[config.mk]
export PLATFORM = sky130hd
export DESIGN_NAME = tile_cfg_loader_flat
export DESIGN_NICKNAME = d
export VERILOG_FILES = /design/src/rtl/tile_cfg_pkg.sv /design/src/rtl/tile_cfg_loader_if.sv /design/src/rtl/cfg_serializer.sv /design/src/rtl/tile_cfg_loader.sv /design/src/flat_wrapper.sv
export SDC_FILE = /design/constraint.sdc
export NUM_CORES = 1
export LEC_CHECK = 0
export CORE_ASPECT_RATIO = 0.5
export CORE_MARGIN = 8
export CORE_UTILIZATION = 62
export CTS_BUF_LIST = sky130_fd_sc_hd__clkbuf_2
export CTS_CLUSTER_DIAMETER = 50
export DETAILED_ROUTE_END_ITERATION = 10
export GPL_ROUTABILITY_DRIVEN = 0
export PLACE_DENSITY_LB_ADDON = 0.3
export SYNTH_ARGS = -nofsm -noshare
export SYNTH_HDL_FRONTEND = slang
export SYNTH_SLANG_ARGS = --single-unit
export TNS_END_PERCENT = 100
[constraint.sdc]
create_clock -name clk -period 4.5 [get_ports clk]
set_input_delay 0.675 -clock clk [delete_from_list [all_inputs] [get_ports clk]]
set_output_delay 0.675 -clock clk [all_outputs]
set_load 0.02 [all_outputs]
[src/rtl/tile_cfg_pkg.sv]
// Shared types and width helpers for the tile configuration loader.
package tile_cfg_pkg;

  typedef enum logic [2:0] {
    StIdle,
    StLoadConn,
    StLoadClb,
    StCheck,
    StDone,
    StErr
  } state_e;

  // Ceiling log2 with a floor of one bit, so single-value counters stay legal.
  function automatic int unsigned clog2_fn(input int unsigned value);
    int unsigned width;
    int unsigned span;
    width = 0;
    span  = 1;
    while (span < value) begin
      span  = span << 1;
      width = width + 1;
    end
    return (width == 0) ? 1 : width;
  endfunction

  function automatic int unsigned max_fn(input int unsigned a, input int unsigned b);
    return (a > b) ? a : b;
  endfunction

endpackage

[src/rtl/tile_cfg_loader_if.sv]
// Word-level configuration port: start pulse plus valid/ready data handshake.
interface tile_cfg_loader_if #(
  parameter int unsigned CFG_W = 8
);
  logic             start;
  logic [CFG_W-1:0] cfg_data;
  logic             cfg_valid;
  logic             cfg_ready;

  modport master (output start, output cfg_data, output cfg_valid, input cfg_ready);
  modport slave  (input start, input cfg_data, input cfg_valid, output cfg_ready);
endinterface

[src/rtl/cfg_serializer.sv]
// Single-word shift buffer: load a word, emit it LSB-first, flush on demand.
module cfg_serializer
  import tile_cfg_pkg::*;
#(
  parameter int unsigned CFG_W = 8
) (
  input  logic             clk,
  input  logic             rst_n,
  input  logic             load,
  input  logic [CFG_W-1:0] load_data,
  input  logic             shift,
  input  logic             flush,
  output logic             scan_bit,
  output logic             empty
);

  localparam int unsigned CntW = clog2_fn(CFG_W + 1);

  logic [CFG_W-1:0] word_q, word_d;
  logic [CntW-1:0]  cnt_q, cnt_d;

  always_comb begin
    word_d = word_q;
    cnt_d  = cnt_q;
    if (flush) begin
      word_d = '0;
      cnt_d  = '0;
    end else if (load) begin
      word_d = load_data;
      cnt_d  = CntW'(CFG_W);
    end else if (shift && (cnt_q != '0)) begin
      word_d = word_q >> 1;
      cnt_d  = cnt_q - CntW'(1);
    end
  end

  always_ff @(posedge clk) begin
    if (!rst_n) begin
      word_q <= '0;
      cnt_q  <= '0;
    end else begin
      word_q <= word_d;
      cnt_q  <= cnt_d;
    end
  end

  assign scan_bit = word_q[0];
  assign empty    = (cnt_q == '0);

endmodule

[src/rtl/tile_cfg_loader.sv]
// Tile configuration sequencer: streams words onto the conn then clb scan chains
// and verifies a trailing XOR-fold check word.
module tile_cfg_loader
  import tile_cfg_pkg::*;
#(
  parameter int unsigned CFG_W          = 8,
  parameter int unsigned CONN_CHAIN_LEN = 64,
  parameter int unsigned CLB_CHAIN_LEN  = 20
) (
  input  logic                clk,
  input  logic                rst_n,
  tile_cfg_loader_if.slave    cfg,
  output logic                conn_scan_in,
  output logic                conn_scan_en,
  output logic                clb_scan_in,
  output logic                clb_scan_en,
  output logic                busy,
  output logic                done,
  output logic                error
);

  localparam int unsigned   CntW     = clog2_fn(max_fn(CONN_CHAIN_LEN, CLB_CHAIN_LEN) + 1);
  localparam logic [CntW-1:0] ConnLast = CntW'(CONN_CHAIN_LEN - 1);
  localparam logic [CntW-1:0] ClbLast  = CntW'(CLB_CHAIN_LEN - 1);

  state_e           state_q, state_d;
  logic [CntW-1:0]  chain_cnt_q, chain_cnt_d;
  logic [CFG_W-1:0] checksum_q, checksum_d;

  logic ser_load, ser_shift, ser_flush, ser_bit, ser_empty;
  logic accept;

  cfg_serializer #(
    .CFG_W (CFG_W)
  ) u_serializer (
    .clk       (clk),
    .rst_n     (rst_n),
    .load      (ser_load),
    .load_data (cfg.cfg_data),
    .shift     (ser_shift),
    .flush     (ser_flush),
    .scan_bit  (ser_bit),
    .empty     (ser_empty)
  );

  // Ready depends on registered state only, never on cfg_valid.
  assign cfg.cfg_ready = ((state_q == StLoadConn) || (state_q == StLoadClb) ||
                          (state_q == StCheck)) && ser_empty;
  assign accept        = cfg.cfg_valid && cfg.cfg_ready;

  assign busy  = (state_q == StLoadConn) || (state_q == StLoadClb) || (state_q == StCheck);
  assign done  = (state_q == StDone);
  assign error = (state_q == StErr);

  always_comb begin
    state_d      = state_q;
    chain_cnt_d  = chain_cnt_q;
    checksum_d   = checksum_q;
    ser_load     = 1'b0;
    ser_shift    = 1'b0;
    ser_flush    = 1'b0;
    conn_scan_in = 1'b0;
    conn_scan_en = 1'b0;
    clb_scan_in  = 1'b0;
    clb_scan_en  = 1'b0;

    unique case (state_q)
      StIdle, StDone, StErr: begin
        if (cfg.start) begin
          state_d     = StLoadConn;
          chain_cnt_d = '0;
          checksum_d  = '0;
          ser_flush   = 1'b1;
        end
      end
      StLoadConn: begin
        if (accept) begin
          ser_load   = 1'b1;
          checksum_d = checksum_q ^ cfg.cfg_data;
        end else if (!ser_empty) begin
          conn_scan_en = 1'b1;
          conn_scan_in = ser_bit;
          // Last chain bit: drop whatever padding is left in the word.
          if (chain_cnt_q == ConnLast) begin
            ser_flush   = 1'b1;
            chain_cnt_d = '0;
            state_d     = StLoadClb;
          end else begin
            ser_shift   = 1'b1;
            chain_cnt_d = chain_cnt_q + CntW'(1);
          end
        end
      end
      StLoadClb: begin
        if (accept) begin
          ser_load   = 1'b1;
          checksum_d = checksum_q ^ cfg.cfg_data;
        end else if (!ser_empty) begin
          clb_scan_en = 1'b1;
          clb_scan_in = ser_bit;
          if (chain_cnt_q == ClbLast) begin
            ser_flush   = 1'b1;
            chain_cnt_d = '0;
            state_d     = StCheck;
          end else begin
            ser_shift   = 1'b1;
            chain_cnt_d = chain_cnt_q + CntW'(1);
          end
        end
      end
      StCheck: begin
        if (accept) begin
          state_d = (cfg.cfg_data == checksum_q) ? StDone : StErr;
        end
      end
      default: state_d = StIdle;
    endcase
  end

  always_ff @(posedge clk) begin
    if (!rst_n) begin
      state_q     <= StIdle;
      chain_cnt_q <= '0;
      checksum_q  <= '0;
    end else begin
      state_q     <= state_d;
      chain_cnt_q <= chain_cnt_d;
      checksum_q  <= checksum_d;
    end
  end

endmodule

[src/flat_wrapper.sv]
// flat-port wrapper written by rule: the top's interface ports become plain ports
module tile_cfg_loader_flat import tile_cfg_pkg::*;
#(
  parameter int unsigned CFG_W          = 8,
  parameter int unsigned CONN_CHAIN_LEN = 64,
  parameter int unsigned CLB_CHAIN_LEN  = 20
)
  (clk, rst_n, conn_scan_in, conn_scan_en, clb_scan_in, clb_scan_en, busy, done, error, cfg_start, cfg_cfg_data, cfg_cfg_valid, cfg_cfg_ready);
  tile_cfg_loader_if #(.CFG_W(CFG_W)) cfg_i ();
  input  logic clk;
  input  logic rst_n;
  output logic conn_scan_in;
  output logic conn_scan_en;
  output logic clb_scan_in;
  output logic clb_scan_en;
  output logic busy;
  output logic done;
  output logic error;
  input wire logic [$bits(cfg_i.start)-1:0] cfg_start;
  input wire logic [$bits(cfg_i.cfg_data)-1:0] cfg_cfg_data;
  input wire logic [$bits(cfg_i.cfg_valid)-1:0] cfg_cfg_valid;
  output wire logic [$bits(cfg_i.cfg_ready)-1:0] cfg_cfg_ready;
  assign cfg_i.start = cfg_start;
  assign cfg_i.cfg_data = cfg_cfg_data;
  assign cfg_i.cfg_valid = cfg_cfg_valid;
  assign cfg_cfg_ready = cfg_i.cfg_ready;
  tile_cfg_loader #(.CFG_W(CFG_W), .CONN_CHAIN_LEN(CONN_CHAIN_LEN), .CLB_CHAIN_LEN(CLB_CHAIN_LEN)) u_core (.clk(clk), .rst_n(rst_n), .cfg(cfg_i), .conn_scan_in(conn_scan_in), .conn_scan_en(conn_scan_en), .clb_scan_in(clb_scan_in), .clb_scan_en(clb_scan_en), .busy(busy), .done(done), .error(error));
endmodule
==> report_table.html <==
<table>
<tr><th>Metric</th><th>Value</th></tr>
<tr><th colspan="2">Setup path</th></tr>
<tr><td>Critical Path End Type</td><td>output port</td></tr>
<tr><td>Crit Reg-Reg Startpoint</td><td>u_core.u_serializer.cnt_q[0]</td></tr>
<tr><td>Data arrival at the endpoint of the critical path</td><td>2.34 ns</td></tr>
<tr><td>Startpoint types</td><td>flop</td></tr>
<tr><td>Critical Setup Path Class</td><td>reg2out</td></tr>
<tr><td>Required @ worst endpoint</td><td>3.83 ns</td></tr>
<tr><td>Highest fanout seen on the critical path</td><td>5</td></tr>
<tr><td>Startpoint of the most critical setup path</td><td>u_core.u_serializer.cnt_q[0]</td></tr>
<tr><th colspan="2">Detailed routing</th></tr>
<tr><td>Average vias per placed instance</td><td>5.853</td></tr>
<tr><td>Average routed wire per standard cell</td><td>14.13 um</td></tr>
<tr><td>Detailed route wirelength on metal3</td><td>177 um</td></tr>
<tr><td>Wire length on met1</td><td>1687 um</td></tr>
<tr><td>Wire length on met2</td><td>1593 um</td></tr>
<tr><td>Remaining routing DRC violations</td><td>0</td></tr>
<tr><td>Length of the first detailed-routing pass in iterations</td><td>4</td></tr>
<tr><td>Top Layer Used</td><td>met4</td></tr>
<tr><td>Remaining number of nets flagged by the antenna check after routing</td><td>0</td></tr>
<tr><td>Wire length reported by the detailed router</td><td>3463 um</td></tr>
<tr><td>Vias after detailed routing</td><td>1,434</td></tr>
<tr><td>Violation count after the first detailed-routing iteration</td><td>65</td></tr>
<tr><th colspan="2">Clock tree</th></tr>
<tr><td>Clock latency on the worst-skew pair</td><td>0.36 ns</td></tr>
<tr><td>Cell chosen for the clock root</td><td>clkbuf_2</td></tr>
<tr><td>Post-CTS repair timing setup buffer count</td><td>0</td></tr>
<tr><td>Clock tree from TritonCTS</td><td>built</td></tr>
<tr><td>H-tree depth</td><td>2</td></tr>
<tr><td>Longest Clk Path Bufs</td><td>2</td></tr>
<tr><td>Number of resized instances in the post-cts repair step</td><td>0</td></tr>
<tr><td>Hold-fix buffer count after cts</td><td>0</td></tr>
<tr><td>Clock-pin slew on the worst setup and hold paths</td><td>0.18 ns</td></tr>
<tr><td>CTS buffer count</td><td>5</td></tr>
<tr><td>Clk sinks</td><td>30</td></tr>
<tr><th colspan="2">Die</th></tr>
<tr><td>FP Rows</td><td>13</td></tr>
<tr><td># IOs</td><td>20</td></tr>
<tr><td>Die boundary height</td><td>52.47 um</td></tr>
<tr><td>CORE AREA</td><td>2554 um2</td></tr>
<tr><td>Initial Utilization</td><td>64.58%</td></tr>
<tr><td>Die Span X</td><td>88.94 um</td></tr>
<tr><td>Floorplan die area</td><td>4666 um2</td></tr>
<tr><th colspan="2">Yosys</th></tr>
<tr><td>Cell count after synthesis</td><td>190</td></tr>
<tr><td>Total number of yosys warnings</td><td>0</td></tr>
<tr><td>Flip-flop and latch count after synthesis</td><td>30</td></tr>
<tr><td>Synth top area cells</td><td>dfxtp_1 (36%), nor2_1 (7.3%), a211oi_1 (6.4%)</td></tr>
<tr><td>Cell type with the largest total area after synthesis</td><td>dfxtp_1</td></tr>
<tr><td>Register area share after synthesis</td><td>36.42%</td></tr>
<tr><td>Most instantiated cells after synthesis</td><td>nor2_1 (32), dfxtp_1 (30), a211oi_1 (14)</td></tr>
<tr><td>Top-area cell type share of the netlist area</td><td>36.42%</td></tr>
<tr><td>Post-synth net total</td><td>204</td></tr>
<tr><td>Leading register cell type out of synthesis</td><td>dfxtp_1</td></tr>
<tr><td>Count of flip-flops with a built-in enable after synthesis</td><td>0</td></tr>
<tr><td>Fraction of synthesis flops using an asynchronous set or reset pin</td><td>0%</td></tr>
<tr><td>Dominant cell by count in the synthesized netlist</td><td>nor2_1</td></tr>
<tr><td>Synth cell types</td><td>43</td></tr>
<tr><td>Combined area of all synthesized cells</td><td>1649 um2</td></tr>
<tr><td>Average size of a mapped cell</td><td>8.679 um2</td></tr>
<tr><th colspan="2">STA</th></tr>
<tr><td>Portion of the clock cycle consumed by the worst path in the final layout</td><td>67.07%</td></tr>
<tr><td>Fin Clk Skew</td><td>0.01479 ns</td></tr>
<tr><td>Relative max-transition margin</td><td>48.93%</td></tr>
<tr><td>Unrepaired setup endpoints after global routing</td><td>no</td></tr>
<tr><td>Setup TNS</td><td>0 ns</td></tr>
<tr><td>Post-layout min period</td><td>3.018 ns</td></tr>
<tr><td>Setup slack of the critical path after layout</td><td>1.482 ns</td></tr>
<tr><td>Setup violation total in the final timing report</td><td>0</td></tr>
<tr><td>Tightest Pin Transition</td><td>0.7644 ns</td></tr>
<tr><td>Total count of hold-check failures in the final report</td><td>0</td></tr>
<tr><td>Fmax</td><td>331.3 MHz</td></tr>
<tr><td>Hold Worst Slack</td><td>0.5014 ns</td></tr>
<tr><td>Final slew viol count</td><td>0</td></tr>
<tr><th colspan="2">Power</th></tr>
<tr><td>Power per unit of standard cell area</td><td>447.7 nW/um2</td></tr>
<tr><td>Clock share of power</td><td>16.0%</td></tr>
<tr><td>Leakage power total</td><td>0.0006090 uW</td></tr>
<tr><td>Maximum ir drop on the vdd rail</td><td>0.0002428 V</td></tr>
<tr><td>Cell internal pwr</td><td>481.6 uW</td></tr>
<tr><td>Proportion of power drawn by combinational gates</td><td>43.1%</td></tr>
<tr><td>Switching share of power</td><td>42.72%</td></tr>
<tr><td>Power spent charging and discharging nets</td><td>359.2 uW</td></tr>
<tr><td>Sequential Power Share</td><td>41.0%</td></tr>
<tr><th colspan="2">Global routing</th></tr>
<tr><td>Pin count of the biggest net entering global routing</td><td>18</td></tr>
<tr><td>Overall global routing resource usage</td><td>16.06%</td></tr>
<tr><td>Initial antenna violation count</td><td>0</td></tr>
<tr><td>Total global routing overflow</td><td>0</td></tr>
<tr><td>Wire length of the first global-routing pass</td><td>5844 um</td></tr>
<tr><td>Vias in the first global route</td><td>1,311</td></tr>
<tr><th colspan="2">Hold path</th></tr>
<tr><td>Hold crit path type</td><td>reg2reg</td></tr>
<tr><td>Start point of the worst min-delay path</td><td>u_core.checksum_q[5]</td></tr>
<tr><th colspan="2">Job</th></tr>
<tr><td>Maximum Capacitance Violations</td><td>0</td></tr>
<tr><th colspan="2">Layout</th></tr>
<tr><td>Share of final-layout standard cells stronger than drive strength 1</td><td>7.692%</td></tr>
<tr><td>Number of antenna diodes</td><td>0</td></tr>
<tr><td>Relative area change from synthesis to final layout</td><td>13.88%</td></tr>
<tr><td>Final nets</td><td>221</td></tr>
<tr><th colspan="2">Placed design</th></tr>
<tr><td>Pre-CTS setup slack</td><td>1.900 ns</td></tr>
<tr><td>Port Buffer Count</td><td>19</td></tr>
<tr><td>Post-detailed-placement half-perimeter wirelength</td><td>2497 um</td></tr>
<tr><th colspan="2">Outcome</th></tr>
<tr><td>Run status</td><td>completed</td></tr>
</table>
## routing by layer
metal,global-route usage (%),vias to the layer above
met2,25.27,26
met1,20.46,680
met4,4.360,0
met5,0,-
li1,-,726
met3,5.469,2
## final timing paths
path / endpoint / slack [ns] / cells past startpoint
worst max-delay path: conn_scan_en / 1.48 / 5
worst min-delay path: u_core.checksum_q[5] / 0.50 / 1
worst max register to register: u_core.checksum_q[2] / 1.90 / 7
worst min register to register: u_core.checksum_q[5] / 0.50 / 1
## cells in the final DEF, fill, tap and decap left out, types with 2 or more instances in the layout
| cell type | synthesis | layout |
|---|---|---|
| nor2_1 | 32 | 32 |
| dfxtp_1 | 30 | 30 |
| clkdlybuf4s50_1 | 0 | 19 |
| a211oi_1 | 14 | 14 |
| a21oi_1 | 13 | 13 |
| xor2_1 | 11 | 11 |
| nand2_1 | 9 | 9 |
| mux2i_1 | 9 | 9 |
| nor3_1 | 7 | 7 |
| nand4_1 | 5 | 5 |
| clkbuf_2 | 0 | 5 |
| inv_1 | 4 | 4 |
| o21ai_0 | 4 | 4 |
| or3b_1 | 3 | 3 |
| xnor2_1 | 3 | 3 |
| nand3_1 | 3 | 3 |
| nor3b_1 | 2 | 2 |
| nand2b_1 | 2 | 2 |
| or4b_1 | 2 | 2 |
| nand3b_1 | 2 | 2 |
| or3_1 | 2 | 2 |
| a211oi_2 | 2 | 2 |
| ha_1 | 2 | 2 |
## sequential cells by signal, indices dropped and copies added, names as in the netlist
name,cells
u_core.checksum_q,8
u_core.u_serializer.word_q,8
u_core.chain_cnt_q,7
u_core.u_serializer.cnt_q,4
u_core.state_q,3
## power by group through the flow
stage	combinational, uW	sequential [uW]	clock, uW
floorplan	291	329	0
global placement	348	348	0
detailed placement	358	349	0
CTS	360	343	137
global route	399	350	150
finish	362	344	134
## layout make-up
class / count / area (um2)
clock inverters: 3 / 16.27
inverters: 4 / 15.01
multi-input cells: 146 / 977.2
well taps: 37 / 46.29
repair buffers: 20 / 197.7
fillers: 210 / 675.6
clock buffers: 5 / 25.02
flip-flops and latches: 30 / 600.6
## stage by stage
stage | instance area, um2 | power, uW | util, % | instances
global placement | 1837 | 695.2 | 71.93 | 237
detailed placement | 1837 | 706.8 | 71.93 | 237
global route | 1878 | 899.7 | 73.54 | 245
CTS | 1878 | 840.4 | 73.54 | 245
floorplan | 1649 | 620.8 | - | 190
finish | 1878 | 840.8 | 73.54 | 245
## logic make-up after synthesis
group / synth area share (%)
muxes: 5.463
xor gates and xnor gates: 7.436
AOI/OAI and AO/OA: 20.11
DFF: 36.42
and+or+nand+nor: 24.73
adders and majority gates: 1.517
buffers and inverters: 4.324
## worst max-delay path, stage by stage, from the launching register on
cell	delay (ns)
dfxtp_1	0.37
inv_1	0.06
ha_1	0.19
nor3b_1	0.65
nor2_1	0.14
clkdlybuf4s50_1	0.57
No activity file was read; power rests on OpenSTA's default activity.
